<file path="config.mk">
export PLATFORM = sky130hd
export DESIGN_NAME = root_quotient_div
export DESIGN_NICKNAME = d
export VERILOG_FILES = /design/src/rtl/root_quotient_div_pkg.sv /design/src/rtl/root_quotient_div_step.sv /design/src/rtl/root_quotient_div.sv
export SDC_FILE = /design/constraint.sdc
export NUM_CORES = 1
export LEC_CHECK = 0
export BUFFER_PORTS_ARGS = -buffer_cell sky130_fd_sc_hd__buf_2
export CAP_MARGIN = 20
export CORE_MARGIN = 4
export CORE_UTILIZATION = 38
export DETAILED_ROUTE_END_ITERATION = 8
export GPL_ROUTABILITY_DRIVEN = 0
export SYNTH_ARGS = -nofsm -noshare
export SYNTH_HDL_FRONTEND = slang
export SYNTH_HIERARCHICAL = 1
export SYNTH_SLANG_ARGS = --single-unit
</file>
<file path="constraint.sdc">
create_clock -name clk -period 3.3 [get_ports clk]
set_clock_uncertainty 0.1 [all_clocks]
set_input_delay 0.66 -clock clk [delete_from_list [all_inputs] [get_ports clk]]
set_output_delay 0.66 -clock clk [all_outputs]
set_load 0.05 [all_outputs]
</file>
<file path="src/rtl/root_quotient_div_pkg.sv">
// Fixed-point constants and FSM state type shared by the n-th-root stage and the quotient divider.
package root_quotient_div_pkg;

    localparam int INT_W  = 10;
    localparam int FRAC_W = 10;
    localparam int DW     = INT_W + FRAC_W;
    localparam int NW     = DW + FRAC_W;
    localparam int CNT_W  = 5;

    localparam logic [DW-1:0]    Q_ONE    = 20'h00400;
    localparam logic [DW-1:0]    Q_SAT    = 20'hFFFFF;
    localparam logic [CNT_W-1:0] LAST_CNT = 5'd29;

    typedef enum logic [1:0] {
        ST_IDLE,
        ST_DIV,
        ST_DONE
    } state_t;

endpackage

</file>
<file path="src/rtl/root_quotient_div_step.sv">
// One radix-2 restoring division step: shift in the next numerator bit, subtract the divisor if it fits.
module restoring_div_step
    import root_quotient_div_pkg::*;
(
    input  logic [DW:0]   r_i,
    input  logic [DW-1:0] divisor_i,
    input  logic          n_bit_i,
    output logic [DW:0]   r_o,
    output logic          q_bit_o
);

    logic [DW:0] shifted;
    logic [DW:0] divisorExt;

    always_comb begin
        shifted    = {r_i[DW-1:0], n_bit_i};
        divisorExt = {1'b0, divisor_i};
        r_o        = shifted;
        q_bit_o    = 1'b0;
        if (shifted >= divisorExt) begin
            r_o     = shifted - divisorExt;
            q_bit_o = 1'b1;
        end
    end

endmodule

</file>
<file path="src/rtl/root_quotient_div.sv">
// Sequential Q10.10 divider: 30 restoring steps per operation, truncated and saturated quotient.
module root_quotient_div
    import root_quotient_div_pkg::*;
(
    input  logic          clk,
    input  logic          rst,
    input  logic          in_valid,
    input  logic [DW-1:0] in_data_1,
    input  logic [DW-1:0] in_data_2,
    output logic          in_ready,
    output logic          out_valid,
    output logic [DW-1:0] out_data,
    output logic          out_sat,
    output logic          out_dbz,
    output logic          overrun
);

    state_t          state_q, state_d;
    logic [CNT_W-1:0] cnt_q, cnt_d;
    logic [NW-1:0]   n_q, n_d;
    logic [NW-1:0]   q_q, q_d;
    logic [DW:0]     r_q, r_d;
    logic [DW-1:0]   dvs_q, dvs_d;
    logic            outValid_q, outValid_d;
    logic [DW-1:0]   outData_q, outData_d;
    logic            outSat_q, outSat_d;
    logic            outDbz_q, outDbz_d;
    logic            overrun_q, overrun_d;

    logic [DW:0]     stepR;
    logic            stepQ;
    logic [NW-1:0]   qFinal;

    restoring_div_step u_step (
        .r_i       (r_q),
        .divisor_i (dvs_q),
        .n_bit_i   (n_q[NW-1]),
        .r_o       (stepR),
        .q_bit_o   (stepQ)
    );

    assign qFinal = {q_q[NW-2:0], stepQ};

    always_ff @(posedge clk) begin
        if (rst) begin
            state_q    <= ST_IDLE;
            cnt_q      <= '0;
            n_q        <= '0;
            q_q        <= '0;
            r_q        <= '0;
            dvs_q      <= '0;
            outValid_q <= 1'b0;
            outData_q  <= '0;
            outSat_q   <= 1'b0;
            outDbz_q   <= 1'b0;
            overrun_q  <= 1'b0;
        end else begin
            state_q    <= state_d;
            cnt_q      <= cnt_d;
            n_q        <= n_d;
            q_q        <= q_d;
            r_q        <= r_d;
            dvs_q      <= dvs_d;
            outValid_q <= outValid_d;
            outData_q  <= outData_d;
            outSat_q   <= outSat_d;
            outDbz_q   <= outDbz_d;
            overrun_q  <= overrun_d;
        end
    end

    // Result registers default to zero so the outputs are only non-zero during the DONE cycle.
    always_comb begin
        state_d    = state_q;
        cnt_d      = cnt_q;
        n_d        = n_q;
        q_d        = q_q;
        r_d        = r_q;
        dvs_d      = dvs_q;
        outValid_d = 1'b0;
        outData_d  = '0;
        outSat_d   = 1'b0;
        outDbz_d   = 1'b0;
        overrun_d  = overrun_q | (in_valid & (state_q != ST_IDLE));

        case (state_q)
            ST_IDLE: begin
                if (in_valid) begin
                    n_d   = {in_data_1, {FRAC_W{1'b0}}};
                    q_d   = '0;
                    r_d   = '0;
                    dvs_d = in_data_2;
                    cnt_d = '0;
                    if (in_data_2 == '0) begin
                        state_d    = ST_DONE;
                        outValid_d = 1'b1;
                        outData_d  = Q_SAT;
                        outDbz_d   = 1'b1;
                    end else begin
                        state_d = ST_DIV;
                    end
                end
            end
            ST_DIV: begin
                r_d   = stepR;
                n_d   = {n_q[NW-2:0], 1'b0};
                q_d   = qFinal;
                cnt_d = cnt_q + 1'b1;
                if (cnt_q == LAST_CNT) begin
                    state_d    = ST_DONE;
                    outValid_d = 1'b1;
                    if (qFinal[NW-1:DW] != '0) begin
                        outData_d = Q_SAT;
                        outSat_d  = 1'b1;
                    end else begin
                        outData_d = qFinal[DW-1:0];
                    end
                end
            end
            ST_DONE: begin
                state_d = ST_IDLE;
            end
            default: begin
                state_d = ST_IDLE;
            end
        endcase
    end

    assign in_ready  = (state_q == ST_IDLE);
    assign out_valid = outValid_q;
    assign out_data  = outData_q;
    assign out_sat   = outSat_q;
    assign out_dbz   = outDbz_q;
    assign overrun   = overrun_q;

endmodule

</file>
# After elaboration in Yosys (flattened, before gate mapping)
# Cells that the tools add are included.
# classes
n_bitwise,5
addsub,2
reduce_logical,10
n_mux,24
eq_ne,4
n_lt_le_gt_ge,1
# op_table
operator,n
2-to-1 mux 20 bit,6
one-hot mux 20 bit (2 select lines),2
one-hot mux 30 bit (2 select lines),1
one-hot mux 29 bit (2 select lines),1
2-to-1 mux 30 bit,1
2-to-1 mux 29 bit,1
>= comparator 21 x 20 -> 1 bit,1
zero test 20 bit,1
subtractor 20 bit,1
one-hot mux 5 bit (2 select lines),1
nonzero test 10 bit,1
2-to-1 mux 2 bit,3
AND reduction 2 bit,3
adder 5 x 1 -> 5 bit (second input constant),1
== test 5 bit (second input constant),1
2-to-1 mux 1 bit,5
2-to-1 mux 5 bit,1
inequality test 2 bit (second input constant),2
one-hot mux 2 bit (2 select lines),1
nonzero test 2 bit,2
inverter 1 bit,3
OR reduction 3 bit,1
== test 2 x 1 -> 1 bit (second input constant),1
zero test 2 bit,1
other kinds (4),4
# totals
word_cells,57
register_bits,130
input_bits,43
out_inout_bits,25

# Depth between registers and ports, before layout
# Gate-level depths: netlist of the first run.
# depth
word_depth,5
ltp_mapped,13
ltp_nobuf,11

# Modules after synthesis
# Netlist of the first run, hierarchy kept.
# by_module_without_submodules
module,area_each_um2,instances,cells_per_inst
root_quotient_div,4400.5,1,497
restoring_div_step,1587.8,1,231

# Worst setup path after synthesis of the first run
# OpenSTA, ideal clock, no wires.
# synth_timing
path_kind,register -> register
startpoint,register dvs_q[1]
endpoint,register r_q[16]
slack_ns,0.712
path_buffers,1
path_stages_with_launch,13
arrival_ns,2.360
required_ns,3.072
path_cell_list,dfxtp_1 > inv_1 > ha_1 > nor2b_1 > o21bai_1 > a21boi_2 > o31a_4 > nor2_8 > inv_4 > buf_6 > mux2_4 > a22oi_1 > nor2_1
# synth_via
elab_chain_cells,3
# synth_lines
item,line_no,text
from (decl),root_quotient_div.sv:23,"logic [DW-1:0] dvs_q, dvs_d;"
from (signal assigned),root_quotient_div.sv:63,dvs_q <= dvs_d;
subtractor 20 bit / >= comparator 21 x 20 -> 1 bit (equally long branches),"root_quotient_div_step.sv:21, root_quotient_div_step.sv:20",
2-to-1 mux 20 bit (*),root_quotient_div_step.sv:20,if (shifted >= divisorExt) begin
via stepR[16],root_quotient_div.sv:30,logic [DW:0] stepR;
one-hot mux 20 bit (2 select lines) (*),root_quotient_div.sv:86,case (state_q)
to (signal assigned),root_quotient_div.sv:62,r_q <= r_d;
to (decl),root_quotient_div.sv:22,"logic [DW:0] r_q, r_d;"
# Mark *: on every way through the listed nets, which the timed path passes. The rest lies on a longest branch.
# A chain may end at the register's enable or synchronous reset.

# Final worst setup path of the first run
# layout_timing
startpoint,register dvs_q[10]
endpoint,register r_q[3]
# layout_via
elab_chain_cells,3
# layout_lines
item,line_no
>= comparator 21 x 20 -> 1 bit,root_quotient_div_step.sv:20
2-to-1 mux 20 bit,root_quotient_div_step.sv:20
via stepR[3],root_quotient_div.sv:30
one-hot mux 20 bit (2 select lines),root_quotient_div.sv:86
# The timed path passes the listed nets, and every way through them passes these cells.

==> results of run 1 <==
==> metal layers <==
| layer | vias up | GRT usage | routed length, µm |
|---|---|---|---|
| li1 | 2632 | - | - |
| met2 | 179 | 0.2472 | 6275 |
| met3 | 36 | 0.04791 | 830 |
| met4 | 0 | 0.08141 | 429 |
| met1 | 2429 | 0.2188 | 6723 |
| met5 | - | 0 | 0 |
==> worst paths after layout <==
kind | end | start | slack [ns]
hold reg to reg | dvs_q[8] | dvs_q[8] | 0.35
setup reg to reg | r_q[3] | dvs_q[10] | 0.41
hold / removal | dvs_q[8] | dvs_q[8] | 0.35
setup / recovery | r_q[3] | dvs_q[10] | 0.41
==> critical path: stages, from the launching register on <==
cell      delay (ns)
dfxtp_1         0.34
inv_1           0.05
ha_1            0.39
nand4_1         0.26
nor2_1          0.20
a21boi_2        0.31
o31a_4          0.25
nor2_8          0.06
inv_4           0.20
mux2_2          0.36
a22oi_1         0.16
nor2_1          0.07
==> final cells by class <==
class / instances / area, µm² / area share
timing repair buffer: 76 / 402.9 / 0.05809
inverter: 26 / 100.1 / 0.01443
multi-input combinational: 522 / 3187 / 0.4595
clock buffer: 17 / 425.4 / 0.06134
tap: 188 / 235.2 / 0.03392
sequential: 120 / 2402 / 0.3464
clock inverter: 15 / 182.7 / 0.02634
==> power groups by stage <==
| stage | sequential, mW | clock (mW) | combinational (mW) |
|---|---|---|---|
| finish | 1.68 | 1.91 | 3.28 |
| global route | 1.69 | 2.01 | 3.59 |
| CTS | 1.68 | 1.94 | 3.23 |
| detailed placement | 1.71 | 0 | 3.20 |
| global placement | 1.71 | 0 | 3.16 |
| floorplan | 1.68 | 0 | 2.67 |
==> state kept, by name, summed over array words and instances, names as in the netlist <==
register   count
cnt_q          5
dvs_q         20
n_q           20
out_data      20
out_dbz        1
out_sat        1
out_valid      1
overrun        1
q_q           29
r_q           20
state_q        2
==> layout by cell type (no fill, tap or decap), drive strengths merged, types with 13 or more instances in the layout <==
| master | n |
|---|---|
| dfxtp | 120 |
| nand2 | 119 |
| nor2 | 99 |
| buf | 76 |
| a22oi | 50 |
| a21oi | 43 |
| inv | 35 |
| o21ai | 33 |
| a311oi | 22 |
| ha | 22 |
| clkbuf | 17 |
| nand3 | 13 |
==> metrics by stage <==
stage                     total power [mW]  utilization
final                                6.862       0.4562
after CTS                            6.856       0.4562
after floorplan                      4.342            -
after detailed placement             4.905       0.4162
after global placement               4.871       0.4162
after global routing                 7.293       0.4562
==> impl_results.md, run 1 <==
* Largest net degree at the start of global routing at 53
* Synthesized area per cell at 8.229 µm²
* Clk network pwr share at 0.278
* RSZ-0062 raised after global routing: false
* Max-slew violation count at 0
* Max-Cap Viols at 0
* Worst-margin pin slew at 0.8320 ns
* Logic pwr share at 0.477
* FF-to-FF path depth at 11
* Worst setup path category: reg -> reg
* Antenna violations before repair at 0
* Dpl ws at 0.4728 ns
* # IOs at 68
* CTS Hold Bufs at 0
* IO Port Bufs at 67
* Area of the mapped netlist at 5917 µm²
* Vias in the first global route at 4929
* First-pass DRT Iterations at 5
* Drt via density at 5.473
* First-pass GRT wire length at 23980 µm
* Final hold violation count at 0
* PD cells at 989.5 nW/µm²
* Switching part of the total at 0.3966
* Worst EP required at 3.49 ns
* Die span in y at 132.8 µm
* Final net count at 829
* Synth warn at 6
* Worst vdd ir at 722.9 µV
* GRT Total Usage at 0.1656
* # clock sinks at 120
* Area grow syn2layout at 17.21%
* Row count at 45
* Setup TNS at 0 ns
* CORE AREA at 15200 µm²
* Final WS setup at 0.4082 ns
* # Post-CTS Setup Buffers at 0
* Fill cell count at 1506
* Leak at 2.978 nW
* Sw power at 2.722 mW
* Min Hold Slack at 0.3533 ns
* Worst-path maximum fanout at 16
* CTS tree: done
* Per-cell routed wire length at 14.79 µm
* H-tree levels at 4
* Reg power frac at 0.245
* Min-delay worst type: reg -> reg
* Syn_nets at 785
* Share of layout cells above drive strength 1 at 0.1972
* Placed Cells at 932
* Die width at 132.8 µm
* Worst skew pair latency at 0.42 ns
* Fmax at 345.8 MHz
* Final HPWL DP at 9645 µm
* Via count at 5276
* Drt drc at 0
* Crit end category: register
* ANT cells at 0
* Root buf cell: clkbuf_16
* Die Area at 17630 µm²
* Internal at 4.140 mW
* Final period util at 0.8763
* WP data arrival at 3.08 ns
* Post-Syn Instances at 719
* CTS Buf Count at 17
* DRT iter0 DRCs at 401
* Status: finished clean
* Placed cell area at 6327 µm²
* Post-route insts no fill at 964
* Antenna Violating Nets Remaining at 0
* Final wirelength at 14260 µm
* Total congestion overflow at 0
* CTS resizes at 0
* Worst-case clock buffer depth at 2
* Hold Crit Depth at 2
* Initial core utilization at 0.3892
* Final setup vio count at 0
* Period minus WS final at 2.892 ns
* Clk slew on worst S/H paths at 0.06 ns
* Relative slew slack at 0.4440
* Worst Setup Start Kind: register
* Fin area at 6935 µm²
(Power assumes the default switching activity.)
==> run 2: changes to the inputs <==
--- a/config.mk
+++ b/config.mk
@@ -11,6 +11,7 @@
 export CORE_UTILIZATION = 38
 export DETAILED_ROUTE_END_ITERATION = 8
 export GPL_ROUTABILITY_DRIVEN = 0
+export PLACE_DENSITY = 0.58
 export SYNTH_ARGS = -nofsm -noshare
 export SYNTH_HDL_FRONTEND = slang
 export SYNTH_HIERARCHICAL = 1
==> impl_results.md, run 2 (synthesis gave the netlist of run 1 again) <==
* R2R setup slack at 0.44 ns (was 0.41 ns)
* Initial core utilization at 0.3892 (unchanged)
* RSZ-0062 raised after global routing: false (unchanged)
* PD cells at 981.1 nW/µm² (was 989.5 nW/µm²)
* Largest net degree at the start of global routing at 83 (was 53)
* Period minus WS final at 2.860 ns (was 2.892 ns)
* FF-to-FF path depth at 11 (unchanged)
* DR WL met3 at 624 µm (was 830 µm)
* Met2 routed WL at 6074 µm (was 6275 µm)
* CP delay by family, top: simple AND/OR/NAND/NOR gates (was compound AO/OA/AOI/OAI gates)
* Clk network pwr share at 0.274 (was 0.278)
* Die Area at 17630 µm² (unchanged)
* Per-cell routed wire length at 14.23 µm (was 14.79 µm)
* Final wirelength at 13710 µm (was 14260 µm)
* Vias in the first global route at 4910 (was 4929)
* Final HPWL DP at 9411 µm (was 9645 µm)
* Max-slew violation count at 0 (unchanged)
* CP Buf/Inv Count at 2 (unchanged)
* Final net count at 828 (was 829)
* Dpl ws at 0.4636 ns (was 0.4728 ns)
* Placed Cells at 931 (was 932)
* Relative slew slack at 0.4400 (was 0.4440)
* Share of layout cells above drive strength 1 at 0.1948 (was 0.1972)
* ANT cells at 0 (unchanged)
* Row count at 45 (unchanged)
* Final WS setup at 0.4404 ns (was 0.4082 ns)
* # Post-CTS Setup Buffers at 0 (unchanged)
* H-tree levels at 4 (unchanged)
* DRT iter0 DRCs at 386 (was 401)
* Post-route insts no fill at 963 (was 964)
* Worst-case clock buffer depth at 2 (unchanged)
* CTS Hold Bufs at 0 (unchanged)
* Antenna violations before repair at 0 (unchanged)
* # clock sinks at 120 (unchanged)
* Min-delay worst type: reg -> reg (unchanged)
* Worst skew pair latency at 0.42 ns (about the same)
* Final hold violation count at 0 (unchanged)
* Worst hold endpoint: dvs_q[10] (was dvs_q[8])
* Metal-1 WL at 6826 µm (was 6723 µm)
* Top Layer Used: met4 (unchanged)
* Final period util at 0.8665 (was 0.8763)
* Drt drc at 0 (unchanged)
* Worst vdd ir at 571.7 µV (was 722.9 µV)
* IO Port Bufs at 67 (unchanged)
* GRT Total Usage at 0.1599 (was 0.1656)
* Number of flip-flops in the largest register at 29 (unchanged)
* Hold Crit Depth at 2 (unchanged)
* WP data arrival at 3.02 ns (was 3.08 ns)
* CTS Buf Count at 17 (unchanged)
* Slowest stage cell, crit path: ha_1 (unchanged)
* Worst Setup Start Kind: register (unchanged)
* # IOs at 68 (unchanged)
* Die span in y at 132.8 µm (unchanged)
* Min Hold Slack at 0.3541 ns (was 0.3533 ns)
* Total congestion overflow at 0 (unchanged)
* Worst-path maximum fanout at 16 (unchanged)
* RR Startpoint: dvs_q[18] (was dvs_q[10])
* Reg2reg end: r_q[6] (was r_q[3])
* Antenna Violating Nets Remaining at 0 (unchanged)
* First-pass DRT Iterations at 5 (unchanged)
* CTS tree: done (unchanged)
* Final setup vio count at 0 (unchanged)
* Crit end category: register (unchanged)
* Reg power frac at 0.247 (was 0.245)
* Drt via density at 5.389 (was 5.473)
* Switching part of the total at 0.3894 (was 0.3966)
* Worst-margin pin slew at 0.8400 ns (was 0.8320 ns)
* Biggest register: q_q (unchanged)
* Area grow syn2layout at 16.96% (was 17.21%)
* Status: finished clean (unchanged)
* Worst hold start: dvs_q[10] (was dvs_q[8])
* Setup TNS at 0 ns (unchanged)
* First-pass GRT wire length at 23480 µm (was 23980 µm)
* Clk slew on worst S/H paths at 0.06 ns (about the same)
* CP peak stage delay at 0.40 ns (was 0.39 ns)
* Die width at 132.8 µm (unchanged)
* Most frequent cells in the layout: dfxtp_1 (120), nand2_1 (99), nor2_1 (96) (unchanged)
* Commonest non-fill, non-tap cell in the layout: dfxtp_1 (unchanged)
* CORE AREA at 15200 µm² (unchanged)
* Sw power at 2.644 mW (was 2.722 mW)
* Worst EP required at 3.47 ns (was 3.49 ns)
* Logic pwr share at 0.479 (was 0.477)
* Max-Cap Viols at 0 (unchanged)
* Fmax at 349.7 MHz (was 345.8 MHz)
* Worst setup path category: reg -> reg (unchanged)
* Cell Chain, Critical Path: inv_1 -> ha_1 -> nand2_1 -> nor3_1 -> and3b_1 -> o31a_4 -> nor2_8 -> inv_4 -> mux2_2 -> a22oi_1 -> nor2_1 (was inv_1 -> ha_1 -> nand4_1 -> nor2_1 -> a21boi_2 -> o31a_4 -> nor2_8 -> inv_4 -> mux2_2 -> a22oi_1 -> nor2_1)
* Via count at 5190 (was 5276)
* CTS resizes at 0 (unchanged)
* Internal at 4.146 mW (was 4.140 mW)
* Leak at 2.963 nW (was 2.978 nW)
* Root buf cell: clkbuf_16 (unchanged)
==> run 2: per-layer routing <==
metal / vias up / global-route usage
li1: 2632 / -
met1: 2406 / 0.2230
met2: 137 / 0.2435
met3: 15 / 0.03916
met4: 0 / 0.05081
met5: - / 0
==> run 2: worst max-delay path by stage <==
stage	start	to	slack, ns	depth (start not counted)
2_1_floorplan	dvs_q[1]	r_q[16]	0.71	12
3_3_place_gp	dvs_q[1]	r_q[12]	0.53	11
3_5_place_dp	dvs_q[10]	r_q[3]	0.46	11
4_1_cts	dvs_q[10]	r_q[6]	0.44	11
5_1_grt	dvs_q[11]	r_q[6]	0.20	11
6_report	dvs_q[18]	r_q[6]	0.44	11
==> run 2: metrics by stage <==
stage / utilization / cell area, µm² / total power, mW
2_1_floorplan: - / 5917 / 4.342
3_3_place_gp: 0.4157 / 6320 / 4.860
3_5_place_dp: 0.4157 / 6320 / 4.906
4_1_cts: 0.4552 / 6920 / 6.805
5_1_grt: 0.4552 / 6920 / 7.293
6_report: 0.4552 / 6920 / 6.790
==> run 2: power groups by stage <==
stage / logic [mW] / registers, mW / clock network [mW]
final: 3.25 / 1.68 / 1.86
after global placement: 3.15 / 1.71 / 0
after floorplan: 2.67 / 1.68 / 0
after CTS: 3.22 / 1.68 / 1.91
after detailed placement: 3.20 / 1.71 / 0
after global routing: 3.63 / 1.70 / 1.97
==> run 2: layout make-up <==
class | instances | area [µm²]
fillers | 1538 | 8282
multi-input cells | 522 | 3187
flip-flops and latches | 120 | 2402
clock buffers | 19 | 442.9
repair buffers | 75 | 395.4
well taps | 188 | 235.2
clock inverters | 13 | 157.7
inverters | 26 | 100.1
==> run 2: tightest hold or removal path, cell delays in order (launching register included) <==
cell,delay (ns)
dfxtp_1,0.30
nand2_1,0.05
a21oi_1,0.05
